## config.mk

```make
export PLATFORM = sky130hd
export DESIGN_NAME = midi_rx
export DESIGN_NICKNAME = d
export VERILOG_FILES = /design/src/rtl/vic_midi_pkg.sv /design/src/rtl/midi_rx_reg.sv /design/src/rtl/midi_rx.sv
export SDC_FILE = /design/constraint.sdc
export NUM_CORES = 1
export LEC_CHECK = 0
export ABC_AREA = 1
export CORE_ASPECT_RATIO = 0.6
export CORE_MARGIN = 8
export CORE_UTILIZATION = 45
export CTS_BUF_LIST = sky130_fd_sc_hd__clkbuf_16
export CTS_CLUSTER_SIZE = 16
export DETAILED_ROUTE_END_ITERATION = 10
export MAX_ROUTING_LAYER = met4
export PLACE_DENSITY = 0.66
export SLEW_MARGIN = 15
export SYNTH_ARGS = -nofsm -noshare
export SYNTH_HDL_FRONTEND = slang
export SYNTH_HIERARCHICAL = 1
export SYNTH_SLANG_ARGS = --single-unit
export TNS_END_PERCENT = 30
```

## constraint.sdc

```tcl
create_clock -name clock -period 2.65 [get_ports clock]
set_input_delay 0.795 -clock clock [delete_from_list [all_inputs] [get_ports clock]]
set_output_delay 0.795 -clock clock [all_outputs]
set_load 0.01 [all_outputs]
```

## src/rtl/vic_midi_pkg.sv

```systemverilog
// +--------------------------------------------------------------------+
// | vic_midi_pkg : shared constants and state encoding for MIDI blocks |
// | Rev 1.0                                                            |
// +--------------------------------------------------------------------+
`default_nettype none

package vic_midi_pkg;

    localparam int MIDI_BAUD      = 31250;
    localparam int DEF_OVERSAMPLE = 16;
    localparam int DEF_TICK_DIV   = 2;

    // 6850-compatible bit positions in the status register
    localparam int STAT_RDRF = 0;
    localparam int STAT_FE   = 4;
    localparam int STAT_OVRN = 5;
    localparam int STAT_IRQ  = 7;

    typedef enum logic [2:0] {
        ST_IDLE  = 3'd0,
        ST_START = 3'd1,
        ST_DATA  = 3'd2,
        ST_STOP  = 3'd3,
        ST_BREAK = 3'd4
    } rx_state_e;

endpackage

`default_nettype wire

```

## src/rtl/midi_rx_reg.sv

```systemverilog
// +--------------------------------------------------------------------+
// | midi_rx_reg : falling-edge holding register with load enable       |
// | Rev 1.0                                                            |
// +--------------------------------------------------------------------+
`default_nettype none

module midi_rx_reg #(
    parameter int               WIDTH = 8,
    parameter logic [WIDTH-1:0] RESET = '0
) (
    input  logic             clk_i,
    input  logic             rst_i,
    input  logic             en_i,
    input  logic [WIDTH-1:0] d_i,
    output logic [WIDTH-1:0] q_o
);

    logic [WIDTH-1:0] val_q;

    always_ff @(negedge clk_i or posedge rst_i) begin
        if (rst_i) begin
            val_q <= RESET;
        end else if (en_i) begin
            val_q <= d_i;
        end
    end

    assign q_o = val_q;

endmodule

`default_nettype wire

```

## src/rtl/midi_rx.sv

```systemverilog
// +--------------------------------------------------------------------+
// | midi_rx : 16x oversampled 8N1 MIDI receiver with 6850-style flags  |
// | Rev 1.0                                                            |
// +--------------------------------------------------------------------+
`default_nettype none

module midi_rx
    import vic_midi_pkg::*;
#(
    parameter int WIDTH      = 8,
    parameter int OVERSAMPLE = DEF_OVERSAMPLE,
    parameter int TICK_DIV   = DEF_TICK_DIV
) (
    input  logic             clock,
    input  logic             reset,
    input  logic             rxd,
    input  logic             rd_ack,
    input  logic             irq_en,
    output logic [WIDTH-1:0] data,
    output logic             rdrf,
    output logic             ovrn,
    output logic             fe,
    output logic             irq
);

    localparam int PW = (TICK_DIV > 1) ? $clog2(TICK_DIV) : 1;
    localparam int TW = $clog2(OVERSAMPLE);
    localparam int BW = (WIDTH > 1) ? $clog2(WIDTH) : 1;

    localparam logic [PW-1:0] PRESC_LAST = PW'(TICK_DIV - 1);
    localparam logic [TW-1:0] HALF_LAST  = TW'(OVERSAMPLE / 2 - 1);
    localparam logic [TW-1:0] FULL_LAST  = TW'(OVERSAMPLE - 1);
    localparam logic [BW-1:0] BIT_LAST   = BW'(WIDTH - 1);

    logic             sync1_q, rxs_q, rxs_prev_q;
    logic [PW-1:0]    presc_q, presc_d;
    logic             tick;
    rx_state_e        state_q, state_d;
    logic [TW-1:0]    tcnt_q, tcnt_d;
    logic [BW-1:0]    bcnt_q, bcnt_d;
    logic [WIDTH-1:0] shift_q, shift_d;
    logic             done_q, done_d;
    logic             stop_q, stop_d;
    logic             rdrf_q, rdrf_d;
    logic             ovrn_q, ovrn_d;
    logic             fe_q, fe_d;
    logic             load;

    // Synchroniser plus one history stage for start-edge detection
    always_ff @(negedge clock or posedge reset) begin
        if (reset) begin
            sync1_q    <= 1'b1;
            rxs_q      <= 1'b1;
            rxs_prev_q <= 1'b1;
        end else begin
            sync1_q    <= rxd;
            rxs_q      <= sync1_q;
            rxs_prev_q <= rxs_q;
        end
    end

    assign tick    = (presc_q == PRESC_LAST);
    assign presc_d = tick ? '0 : presc_q + PW'(1);

    always_ff @(negedge clock or posedge reset) begin
        if (reset) begin
            presc_q <= '0;
            state_q <= ST_IDLE;
            tcnt_q  <= '0;
            bcnt_q  <= '0;
            shift_q <= '0;
            done_q  <= 1'b0;
            stop_q  <= 1'b1;
            rdrf_q  <= 1'b0;
            ovrn_q  <= 1'b0;
            fe_q    <= 1'b0;
        end else begin
            presc_q <= presc_d;
            state_q <= state_d;
            tcnt_q  <= tcnt_d;
            bcnt_q  <= bcnt_d;
            shift_q <= shift_d;
            done_q  <= done_d;
            stop_q  <= stop_d;
            rdrf_q  <= rdrf_d;
            ovrn_q  <= ovrn_d;
            fe_q    <= fe_d;
        end
    end

    always_comb begin
        state_d = state_q;
        tcnt_d  = tcnt_q;
        bcnt_d  = bcnt_q;
        shift_d = shift_q;
        done_d  = 1'b0;
        stop_d  = stop_q;
        case (state_q)
            ST_IDLE: begin
                if (rxs_prev_q && !rxs_q) begin
                    state_d = ST_START;
                    tcnt_d  = '0;
                end
            end
            ST_START: begin
                if (tick) begin
                    if (tcnt_q == HALF_LAST) begin
                        tcnt_d = '0;
                        bcnt_d = '0;
                        state_d = rxs_q ? ST_IDLE : ST_DATA;
                    end else begin
                        tcnt_d = tcnt_q + TW'(1);
                    end
                end
            end
            ST_DATA: begin
                if (tick) begin
                    if (tcnt_q == FULL_LAST) begin
                        tcnt_d  = '0;
                        shift_d = {rxs_q, shift_q[WIDTH-1:1]};
                        if (bcnt_q == BIT_LAST) begin
                            state_d = ST_STOP;
                        end else begin
                            bcnt_d = bcnt_q + BW'(1);
                        end
                    end else begin
                        tcnt_d = tcnt_q + TW'(1);
                    end
                end
            end
            ST_STOP: begin
                if (tick) begin
                    if (tcnt_q == FULL_LAST) begin
                        tcnt_d  = '0;
                        done_d  = 1'b1;
                        stop_d  = rxs_q;
                        state_d = rxs_q ? ST_IDLE : ST_BREAK;
                    end else begin
                        tcnt_d = tcnt_q + TW'(1);
                    end
                end
            end
            ST_BREAK: begin
                // A held-low line must go high before another start is accepted
                if (rxs_q) begin
                    state_d = ST_IDLE;
                end
            end
            default: state_d = ST_IDLE;
        endcase
    end

    assign load = done_q && (!rdrf_q || rd_ack);

    always_comb begin
        rdrf_d = rdrf_q;
        ovrn_d = ovrn_q;
        fe_d   = fe_q;
        if (rd_ack && rdrf_q) begin
            rdrf_d = 1'b0;
            ovrn_d = 1'b0;
            fe_d   = 1'b0;
        end
        if (load) begin
            rdrf_d = 1'b1;
            fe_d   = !stop_q;
        end else if (done_q) begin
            ovrn_d = 1'b1;
        end
    end

    midi_rx_reg #(
        .WIDTH (WIDTH),
        .RESET ('0)
    ) u_data_reg (
        .clk_i (clock),
        .rst_i (reset),
        .en_i  (load),
        .d_i   (shift_q),
        .q_o   (data)
    );

    assign rdrf = rdrf_q;
    assign ovrn = ovrn_q;
    assign fe   = fe_q;
    assign irq  = irq_en && (rdrf_q || ovrn_q);

endmodule

`default_nettype wire

```

After elaboration in Yosys (flattened, before gate mapping)

Index checks and enable logic that the tools add are counted.
W data, S select, Z words.

Equality and inequality tests: 18
Mux-type cells: 34
$add $sub $neg: 3
Reduce and logical (&&, ||, !) cells: 19

Operators with widths:

| cell                  | number |
|---|---|
| $mux W3               | 15 |
| $mux W4               | 5 |
| $ne A2 B2 Y1 const B  | 10 |
| $pmux W3 S5           | 1 |
| $pmux W4 S3           | 1 |
| $mux W1               | 10 |
| $reduce_and A9 Y1     | 1 |
| $eq A3 B2 Y1 const B  | 2 |
| $eq A3 B3 Y1 const B  | 2 |
| $pmux W3 S2           | 1 |
| $reduce_and A3 Y1     | 2 |
| $reduce_and A6 Y1     | 1 |
| $add A4 B1 Y4 const B | 1 |
| $eq A4 B3 Y1 const B  | 1 |
| $eq A4 B4 Y1 const B  | 1 |
| $logic_and A1 B1 Y1   | 4 |
| $reduce_and A4 Y1     | 1 |
| $reduce_bool A2 Y1    | 2 |
| $add A3 B1 Y3 const B | 1 |
| $eq A3 B1 Y1 const B  | 1 |
| $logic_not A1 Y1      | 3 |
| $logic_not A3 Y1      | 1 |
| $reduce_bool A3 Y1    | 1 |
| $logic_or A1 B1 Y1    | 2 |
| 4 further kinds       | 4 |

Bits in registers: 35

Depth between registers and ports, before layout

Gate-level depths: netlist of run 1.

Depth in word-level cells: 5
Mapped depth: 9
Gate-level depth less buffers: 9

Cells and area by module

Netlist of run 1, hierarchy kept.

Modules (own cells, without submodules):

| module      | times used | cells each | seq. area each (µm²) | area an instance (µm²) |
|---|---|---|---|---|
| midi_rx     | 1          | 150        | 680.7                | 1,357.6 |
| midi_rx_reg | 1          | 35         | 200.2                | 309.0 |

==> impl_metrics.csv, run 1 <==
group,metric,value,unit
run_status,status,"complete, but fails checks",
run_status,violations,"negative setup slack",
sta,hold_viol,0,
power,p_int,1.194,mW
synthesis,synth-simple-area-share,29.20,%
hold_path,hold_class,"register to register",
power,pwr_density_cell,811.3,mW/mm2
place,hpwlAfterDp,2824,um
cts,cts_sinks,35,
layout,fill_cells,325,
power,p_comb_share,23.0,%
worst_setup_path,required,1860,ps
synthesis,yosys.area_share.adder,2.252,%
worst_setup_path,worst-endpoint-arrival,2310,ps
drt,num_vias,1369,
layout,n_antenna_cell,0,
drt,first_iter_violations,80,
synthesis,synth_compound_area_share,7.658,%
floorplanning,core,0.003616,mm2
cts,cts_root_buffer,"clkbuf_16",
layout,syn2layout_area_growth,31.01,%
worst_setup_path,crit_path_max_fanout,3,
global_routing,grt_use_met1,17.42,%
global_routing,antenna_found_initial,0,
synthesis,syn_nets,193,
synthesis,ys_types,27,
layout,drive_above_1_share,33.19,%
floorplanning,die_h,63.14,um
place,dp_cells,259,
synthesis,yosysSeqAreaShare,52.85,%
power,power,1.771,mW
sta,finalSetupViolations,16,
power,power.switching,0.5769,mW
synthesis,syn_area,0.001667,mm2
worst_setup_path,end_kind,"primary output",
floorplanning,io_pins,17,
drt,dr.pass1.iters,5,
job,drv_cap,0,
global_routing,grt_pass1_vias,1323,
worst_setup_path,crit_path_start,"rdrf",
drt,vias_per_cell,4.960,
layout,fin_util,60.38,%
drt,detail-route-antenna-nets,0,
place,port_buffers,16,
hold_path,hold_start,"sync1_q",
global_routing,grt_use_met2,20.29,%
worst_setup_path,r2r_end,"shift_q[6]",
cts,cts_hold_buffers,0,
worst_setup_path,reg2reg_from,"tcnt_q[0]",
power,power_frac_clock,39.7,%
worst_setup_path,crit_end,"irq",
sta,max_slew_margin,70.42,%
synthesis,synth_top_family_by_area,"simple AND/OR/NAND/NOR gates",
global_routing,gr-total-overflow,0,
layout,instances_no_fill,276,
worst_setup_path,r2r_cells,6,
drt,wl,3796,um
power,switching_share,32.57,%
worst_setup_path,cp-start-kind,"register",
cts,clock_latency,350,ps
drt,drc,0,
sta,slew_viol_final,0,
worst_setup_path,r2r_setup_slack,1040,ps
sta,fin_worst_skew,47.64,ps
cts,clk_pin_slew,40,ps
floorplanning,rows,17,
cts,cts_inserted_buffers,5,
global_routing,grt_use_met3,5.674,%
drt,wl_per_cell,13.75,um
cts,cts_tree,"built",
floorplanning,dieArea,0.005971,mm2
global_routing,top_usage_layer,"met2",
power,leakagePower,1.178,nW
sta,rsz0062_at_grt,"true",
worst_setup_path,critical_path_class,"register to primary output",
cts,cts_buffer_depth,2,
global_routing,grt_util_all_layers,14.09,%
power,peakVddDrop,0.0006452,V
power,p_seq_share,37.3,%
layout,nets,236,
place,gp_congestion,0.8623,
synthesis,synthMuxAreaShare,0,%
synthesis,synth_cells,185,
synthesis,synth_warnings,6,
global_routing,grt_pass1_wl,6334,um
cts,htreeDepth,2,
floorplanning,die_w,94.57,um
synthesis,synth.avg_cell_area,9.009,um2
global_routing,grt_max_degree,17,
sta,tightest_slew,443.7,ps
floorplanning,initial_core_util,46.09,%
synthesis,synth_xor_area_share,1.051,%
sta,fin_ws,-452.1,ps
synthesis,synth_seq_cells,35,
## critical path: stages, from the launching register on
cell	delay (ps)
dfrtn_1	430
o21a_1	130
buf_2	120
## timing repair
item,4_1_cts,5_1_grt
pin swaps,1,1
setup buffers,4,2
gates resized for setup,54,5
setup endpoints to repair,22,21
## synthesized netlist by cell type
cell type / n / area (um2)
o22ai_1: 1 / 6.260
nor2_4: 3 / 33.78
nor2_1: 11 / 41.29
a22oi_1: 1 / 7.510
inv_1: 20 / 75.07
nand3b_1: 1 / 7.510
nand2_2: 4 / 25.02
a31oi_1: 1 / 6.260
nand4_1: 1 / 6.260
dfstp_2: 4 / 105.1
buf_6: 3 / 33.78
nand2_1: 56 / 210.2
nand3_2: 2 / 20.02
nor2_2: 4 / 25.02
dfrtn_1: 31 / 775.7
o21ai_1: 2 / 10.01
xnor2_1: 1 / 8.760
nand3_4: 1 / 17.52
nor3_2: 1 / 10.01
a21oi_2: 3 / 26.28
xor2_1: 1 / 8.760
o21ai_2: 5 / 43.79
o21ai_0: 4 / 20.02
ha_1: 3 / 37.54
o21a_1: 1 / 7.510
inv_2: 2 / 7.510
nand3_1: 18 / 90.09
## power groups by stage
stage | Clock [mW] | Sequential, mW | Combinational, mW
floorplan | 0.0117 | 0.637 | 0.337
global placement | 0.0117 | 0.661 | 0.381
detailed placement | 0.0117 | 0.665 | 0.406
CTS | 0.713 | 0.658 | 0.405
global route | 0.746 | 0.670 | 0.461
finish | 0.703 | 0.660 | 0.407
## worst min-delay path by stage
stage	to	slack, ps	cells past startpoint
2_1_floorplan	rxs_q	350	0
3_3_place_gp	rxs_q	350	0
3_5_place_dp	rxs_q	350	0
4_1_cts	rxs_q	380	0
5_1_grt	rxs_prev_q	380	0
6_report	rxs_q	370	0
## state kept, by name, indices dropped and copies added, names as in the netlist
signal / flops
shift_q: 8
u_data_reg/q_o: 8
tcnt_q: 4
bcnt_q: 3
state_q: 3
done_q: 1
fe: 1
ovrn: 1
presc_q: 1
rdrf: 1
rxs_prev_q: 1
rxs_q: 1
stop_q: 1
sync1_q: 1
## metal layers
metal	wire length, um	part of all wire (%)
met5	0	0
met4	65	1.7
met3	273	7.2
met2	1644	43
met1	1813	48
## cell type report
type / count / area (um2) / area share [%]
Clock buffer: 7 / 175.2 / 8.023
Clock inverter: 5 / 18.77 / 0.8596
Inverter: 21 / 81.33 / 3.725
Sequential cell: 35 / 880.8 / 40.34
Timing Repair Buffer: 36 / 284.0 / 13.01
Multi-Input combinational cell: 125 / 684.4 / 31.35
Tap cell: 47 / 58.81 / 2.693
## cells by family after synthesis
| family | Yosys count |
|---|---|
| adder cells (fa/ha/maj) | 3 |
| AND/OR/NAND/NOR | 102 |
| XOR/XNOR | 2 |
| buffers and inverters | 25 |
| flip-flops | 35 |
| AO/OA/AOI/OAI | 18 |
## cells in the final DEF (no fill, tap or decap), drive strengths merged
cell           Yosys  layout
a31oi              1       1
clkbuf             0       7
inv               22      26
buf                3      32
xnor2              1       1
o21ai             11      11
nand3b             1       1
a22oi              1       1
nor3               1       1
nand2             60      60
a21oi              3       3
clkdlybuf4s15      0       1
nand3             21      21
ha                 3       3
dfrtn             31      31
clkdlybuf4s50      0       3
nand4              1       1
o21a               1       1
o22ai              1       1
nor2              18      18
dfstp              4       4
xor2               1       1
## metrics by stage
| stage | worst slack [ps] | cell area (um2) | hold WS, ps | setup TNS [ps] |
|---|---|---|---|---|
| finish | -452.1 | 2183 | 366.2 | -3931 |
| global placement | -605.9 | 1984 | 348.9 | -11180 |
| global route | -479.7 | 2183 | 376.4 | -4633 |
| CTS | -463.0 | 2165 | 375.7 | -4116 |
| floorplan | -121.8 | 1669 | 345.2 | -786.6 |
| detailed placement | -642.1 | 1984 | 349.2 | -11620 |
(Power assumes the default switching activity.)
==> inputs of run 2 (changes only) <==
--- a/config.mk
+++ b/config.mk
@@ -6,14 +6,15 @@
 export NUM_CORES = 1
 export LEC_CHECK = 0
 export ABC_AREA = 1
-export CORE_ASPECT_RATIO = 0.6
+export CELL_PAD_IN_SITES_DETAIL_PLACEMENT = 0
+export CELL_PAD_IN_SITES_GLOBAL_PLACEMENT = 2
 export CORE_MARGIN = 8
-export CORE_UTILIZATION = 45
+export CORE_UTILIZATION = 37
 export CTS_BUF_LIST = sky130_fd_sc_hd__clkbuf_16
 export CTS_CLUSTER_SIZE = 16
 export DETAILED_ROUTE_END_ITERATION = 10
 export MAX_ROUTING_LAYER = met4
-export PLACE_DENSITY = 0.66
+export PLACE_DENSITY_LB_ADDON = 0.1
 export SLEW_MARGIN = 15
 export SYNTH_ARGS = -nofsm -noshare
 export SYNTH_HDL_FRONTEND = slang
==> impl_metrics.csv, run 2 (synthesized netlist as in run 1, its figures left out) <==
group,metric,value,unit
layout,final_cell_area,0.002079,mm2
worst_setup_path,r2r_cells,6,
power,p_seq_share,40.6,%
cts,htreeDepth,2,
power,power,1.623,mW
layout,nets,229,
layout,fin_util,47.76,%
global_routing,antenna_found_initial,0,
sta,max_slew_margin,70.24,%
worst_setup_path,required,1860,ps
cts,clock_latency,340,ps
sta,holdWs,371.3,ps
cts,cts_sinks,35,
drt,vias_per_cell,4.842,
cts,cts_root_buffer,"clkbuf_16",
hold_path,hold_depth,0,
worst_setup_path,cp-start-kind,"register",
cts,clk_pin_slew,40,ps
sta,rsz0062_at_grt,"true",
place,placed_area,0.001933,mm2
worst_setup_path,worst-endpoint-arrival,2290,ps
power,leakagePower,1.115,nW
layout,n_antenna_cell,0,
floorplanning,rows,24,
hold_path,hold_class,"register to register",
cts,cts_inserted_buffers,5,
drt,detail-route-antenna-nets,0,
worst_setup_path,crit_path_start,"rdrf",
drt,dr.pass1.iters,4,
sta,tns,-3783,ps
run_status,violations,"negative setup slack",
run_status,status,"complete, but fails checks",
layout,instances_no_fill,273,
drt,wl,3455,um
global_routing,grt_pass1_wl,5927,um
layout,multi_input_area,681.9,um2
power,switching_share,34.27,%
layout,layout_common_cells,"nand2_1, dfrtn_1, inv_1, nand3_1",
floorplanning,die_w,83.12,um
global_routing,grt_util_all_layers,10.67,%
power,pwr_density_cell,780.7,mW/mm2
worst_setup_path,slowest_stage,"dfrtn_1",
drt,first_iter_violations,40,
worst_setup_path,path_cells,"o21a_1 > buf_2",
power,power.switching,0.5564,mW
worst_setup_path,reg2reg_from,"tcnt_q[1]",
floorplanning,io_pins,17,
worst_setup_path,slowest_delay,350,ps
sta,fin_ws,-430.9,ps
power,p_int,1.067,mW
sta,hold_viol,0,
layout,final_common_cell,"nand2_1",
sta,tightest_slew,446.3,ps
layout,fill_cells,417,
power,peakVddDrop,0.0003830,V
power,p_comb_share,24.4,%
place,hpwlAfterDp,2616,um
drt,wl_per_cell,12.66,um
worst_setup_path,path_depth,2,
place,dp_cells,258,
floorplanning,dieArea,0.006908,mm2
global_routing,grt_pass1_vias,1343,
drt,drc,0,
sta,finalSetupViolations,12,
global_routing,gr-total-overflow,0,
drt,num_vias,1322,
layout,drive_above_1_share,30.32,%
sta,slew_viol_final,0,
layout,syn2layout_area_growth,24.77,%
place,gp_congestion,0.7878,
worst_setup_path,end_kind,"primary output",
worst_setup_path,worst-path-buf-inv,1,
hold_path,hold_start,"sync1_q",
sta,fin_worst_skew,48.86,ps
global_routing,grt_max_degree,17,
cts,cts_tree,"built",
cts,cts_buffer_depth,2,
power,power_frac_clock,35.0,%
floorplanning,die_h,83.12,um
worst_setup_path,crit_path_max_fanout,3,
floorplanning,core,0.004354,mm2
layout,seqCellArea,880.8,um2
worst_setup_path,critical_path.top_delay_family,"flip-flops",
place,pre_cts_slack,-637.8,ps
job,drv_cap,0,
floorplanning,initial_core_util,38.28,%
worst_setup_path,critical_path_class,"register to primary output",
place,port_buffers,16,
-- run 2: changes by cell type in the layout (fill, tap and decap cells not counted), sizes merged --
cell           previous run  this run
clkdlybuf4s15             1         0
buf                      32        26
clkinv                    0         1
clkbuf                    7         5
-- run 2: cell type report --
cell class	instances	area share [%]
clock buffers	5	6.017
well taps	52	3.129
inverters	21	3.911
flip-flops and latches	35	42.36
multi-input cells	125	32.79
clock inverters	6	1.143
repair buffers	29	10.65
-- run 2: worst register-to-register path, stage by stage (launching register included) --
cell	delay, ps
dfrtn_1	440
ha_1	230
nand3_2	140
nor2_4	170
nand3_4	210
nor2_1	210
a21oi_2	50
-- run 2: timing repair --
| action | in CTS | in global routing |
|---|---|---|
| hold buffers | 0 | 0 |
| setup buffers | 3 | 2 |
| pin swaps | 2 | 1 |
| endpoints found under the setup margin | 22 | 21 |
| gates cloned | 0 | 0 |
| resized for setup | 54 | 6 |
-- run 2: power by group through the flow --
stage	logic, mW	clock network (mW)	registers [mW]
after global routing	0.448	0.612	0.669
after floorplan	0.337	0.0117	0.637
after CTS	0.403	0.589	0.659
after detailed placement	0.403	0.0117	0.666
after global placement	0.383	0.0117	0.665
final	0.397	0.567	0.659
-- run 2: final timing paths --
check	end	slack, ps
setup / recovery	irq	-430
hold / removal	rxs_q	370
setup reg to reg	shift_q[6]	1050
hold reg to reg	rxs_q	370
max in group asynchronous	bcnt_q[2]	280
min in group asynchronous	u_data_reg/q_o[3]	2000
-- run 2: layer usage --
metal	GRT usage, %	wire length [um]
met1	11.01	1471
met4	5.272	55
met2	17.89	1776
met5	-	0
met3	3.418	150
==> inputs of run 3 (changes only) <==
--- a/config.mk
+++ b/config.mk
@@ -9,12 +9,13 @@
 export CELL_PAD_IN_SITES_DETAIL_PLACEMENT = 0
 export CELL_PAD_IN_SITES_GLOBAL_PLACEMENT = 2
 export CORE_MARGIN = 8
-export CORE_UTILIZATION = 37
+export CORE_UTILIZATION = 31
 export CTS_BUF_LIST = sky130_fd_sc_hd__clkbuf_16
 export CTS_CLUSTER_SIZE = 16
 export DETAILED_ROUTE_END_ITERATION = 10
 export MAX_ROUTING_LAYER = met4
 export PLACE_DENSITY_LB_ADDON = 0.1
+export RECOVER_POWER = 100
 export SLEW_MARGIN = 15
 export SYNTH_ARGS = -nofsm -noshare
 export SYNTH_HDL_FRONTEND = slang
==> constraint.sdc (replaced) <==
create_clock -name clock -period 2.8 [get_ports clock]
set_input_delay 0.84 -clock clock [delete_from_list [all_inputs] [get_ports clock]]
set_output_delay 0.84 -clock clock [all_outputs]
set_load 0.01 [all_outputs]
==> impl_metrics.csv, run 3 (synthesized netlist as in run 1, its figures left out) <==
group,metric,value,unit
cts,cts_inserted_buffers,5,
place,pre_cts_slack,-577.6,ps
floorplanning,die_w,89.32,um
sta,hold_viol,0,
layout,nets,235,
power,leakagePower,1.131,nW
job,drv_cap,0,
worst_setup_path,slowest_delay,420,ps
sta,slew_viol_final,0,
global_routing,antenna_found_initial,0,
worst_setup_path,slowest_stage,"dfrtn_1",
worst_setup_path,crit_path_max_fanout,3,
global_routing,grt_util_all_layers,9.467,%
drt,drc,0,
drt,num_vias,1291,
worst_setup_path,r2r_cells,6,
sta,fin_worst_skew,45.30,ps
layout,layout_common_cells,"nand2_1, dfrtn_1, inv_1, nand3_1, buf_4",
power,switching_share,31.70,%
sta,tns,-3649,ps
cts,cts_root_buffer,"clkbuf_16",
sta,fin_ws,-407.0,ps
drt,wl_per_cell,11.12,um
cts,clk_pin_slew,40,ps
sta,rsz0062_at_grt,"true",
floorplanning,rows,26,
worst_setup_path,worst-endpoint-arrival,2370,ps
power,p_int,1.096,mW
hold_path,hold_end,"rxs_q",
power,power.switching,0.5084,mW
drt,vias_per_cell,4.332,
cts,cts_hold_buffers,0,
global_routing,grt_pass1_vias,1264,
worst_setup_path,required,1960,ps
worst_setup_path,path_cells,"o21a_1 > buf_2",
floorplanning,dieArea,0.007978,mm2
power,pwr_density_cell,759.0,mW/mm2
run_status,violations,"negative setup slack",
sta,max_slew_margin,58.62,%
floorplanning,initial_core_util,32.42,%
drt,detail-route-antenna-nets,0,
hold_path,hold_start,"sync1_q",
place,port_buffers,16,
layout,drive_above_1_share,24.12,%
global_routing,gr-total-overflow,0,
cts,htreeDepth,2,
floorplanning,die_h,89.32,um
run_status,status,"complete, but fails checks",
floorplanning,io_pins,17,
place,placed_area,0.002016,mm2
global_routing,grt_pass1_wl,5582,um
cts,cts_buffer_depth,2,
worst_setup_path,cp-start-kind,"register",
drt,dr.pass1.iters,4,
hold_path,hold_depth,0,
layout,fin_util,41.11,%
worst_setup_path,critical_path_class,"register to primary output",
power,power_frac_clock,40.2,%
floorplanning,core,0.005140,mm2
drt,wl,3315,um
global_routing,grt_max_degree,17,
drt,first_iter_violations,39,
sta,holdWs,358.9,ps
worst_setup_path,r2r_setup_slack,780,ps
worst_setup_path,end_kind,"primary output",
place,gp_congestion,0.8008,
place,hpwlAfterDp,2532,um
layout,n_antenna_cell,0,
worst_setup_path,r2r_end,"shift_q[1]",
sta,tightest_slew,619.0,ps
cts,cts_tree,"built",
hold_path,hold_class,"register to register",
layout,final_cell_area,0.002113,mm2
power,peakVddDrop,0.0003370,V
power,p_seq_share,38.5,%
sta,finalSetupViolations,21,
layout,final_common_cell,"nand2_1",
cts,clock_latency,340,ps
worst_setup_path,reg2reg_from,"tcnt_q[1]",
power,p_comb_share,21.3,%
layout,syn2layout_area_growth,26.80,%
cts,cts_sinks,35,
==> run 3: area by class of cell <==
| class | count | area [um2] |
|---|---|---|
| clock buffer | 5 | 125.1 |
| clock inverter | 7 | 57.56 |
| fill | 565 | 3027 |
| inverter | 21 | 81.33 |
| multi-input combinational | 125 | 616.8 |
| sequential | 35 | 880.8 |
| tap | 70 | 87.58 |
| timing repair buffer | 35 | 264.0 |
==> run 3: metal layers <==
layer  vias to the layer above  track usage [%]  wire [um]
met5                         -                -          0
met4                         0            4.683         59
met1                       598            9.428       1471
met3                         6            3.493        156
li1                        669                -          -
met2                        18            16.03       1628
==> run 3: worst max-delay path by stage <==
stage	start	endpoint	slack, ps	cells after the start
CTS	ovrn	irq	-410	2
global placement	rd_ack	ovrn	-570	7
floorplan	rdrf	irq	-90	1
global route	rdrf	irq	-440	2
finish	rdrf	irq	-410	2
detailed placement	rd_ack	u_data_reg/q_o[1]	-580	8
==> run 3: critical path: cells and delay by family (launching register included) <==
family,cells,cell delay (ps)
DFF,1,420
buffers and inverters,1,120
AOI/OAI and AO/OA,1,120
==> run 3: metrics by stage <==
step           power, mW  instances
2_1_floorplan     0.9330        185
3_3_place_gp       1.006        284
3_5_place_dp       1.021        284
4_1_cts            1.664        297
5_1_grt            1.711        298
6_report           1.604        298
==> run 3: what timing repair did <==
action / in CTS / in global routing
resized for setup: 50 / 11
pin swaps: 1 / 1
setup buffers: 2 / 1
hold endpoints to repair: 0 / 0
endpoints found under the setup margin: 22 / 21
==> run 3: power by group through the flow <==
stage | Clock, mW | Combinational (mW) | Sequential (mW)
final | 0.644 | 0.342 | 0.618
after global routing | 0.694 | 0.392 | 0.625
after CTS | 0.663 | 0.377 | 0.624
after detailed placement | 0.0111 | 0.378 | 0.632
after global placement | 0.0111 | 0.365 | 0.630
after floorplan | 0.0111 | 0.319 | 0.603
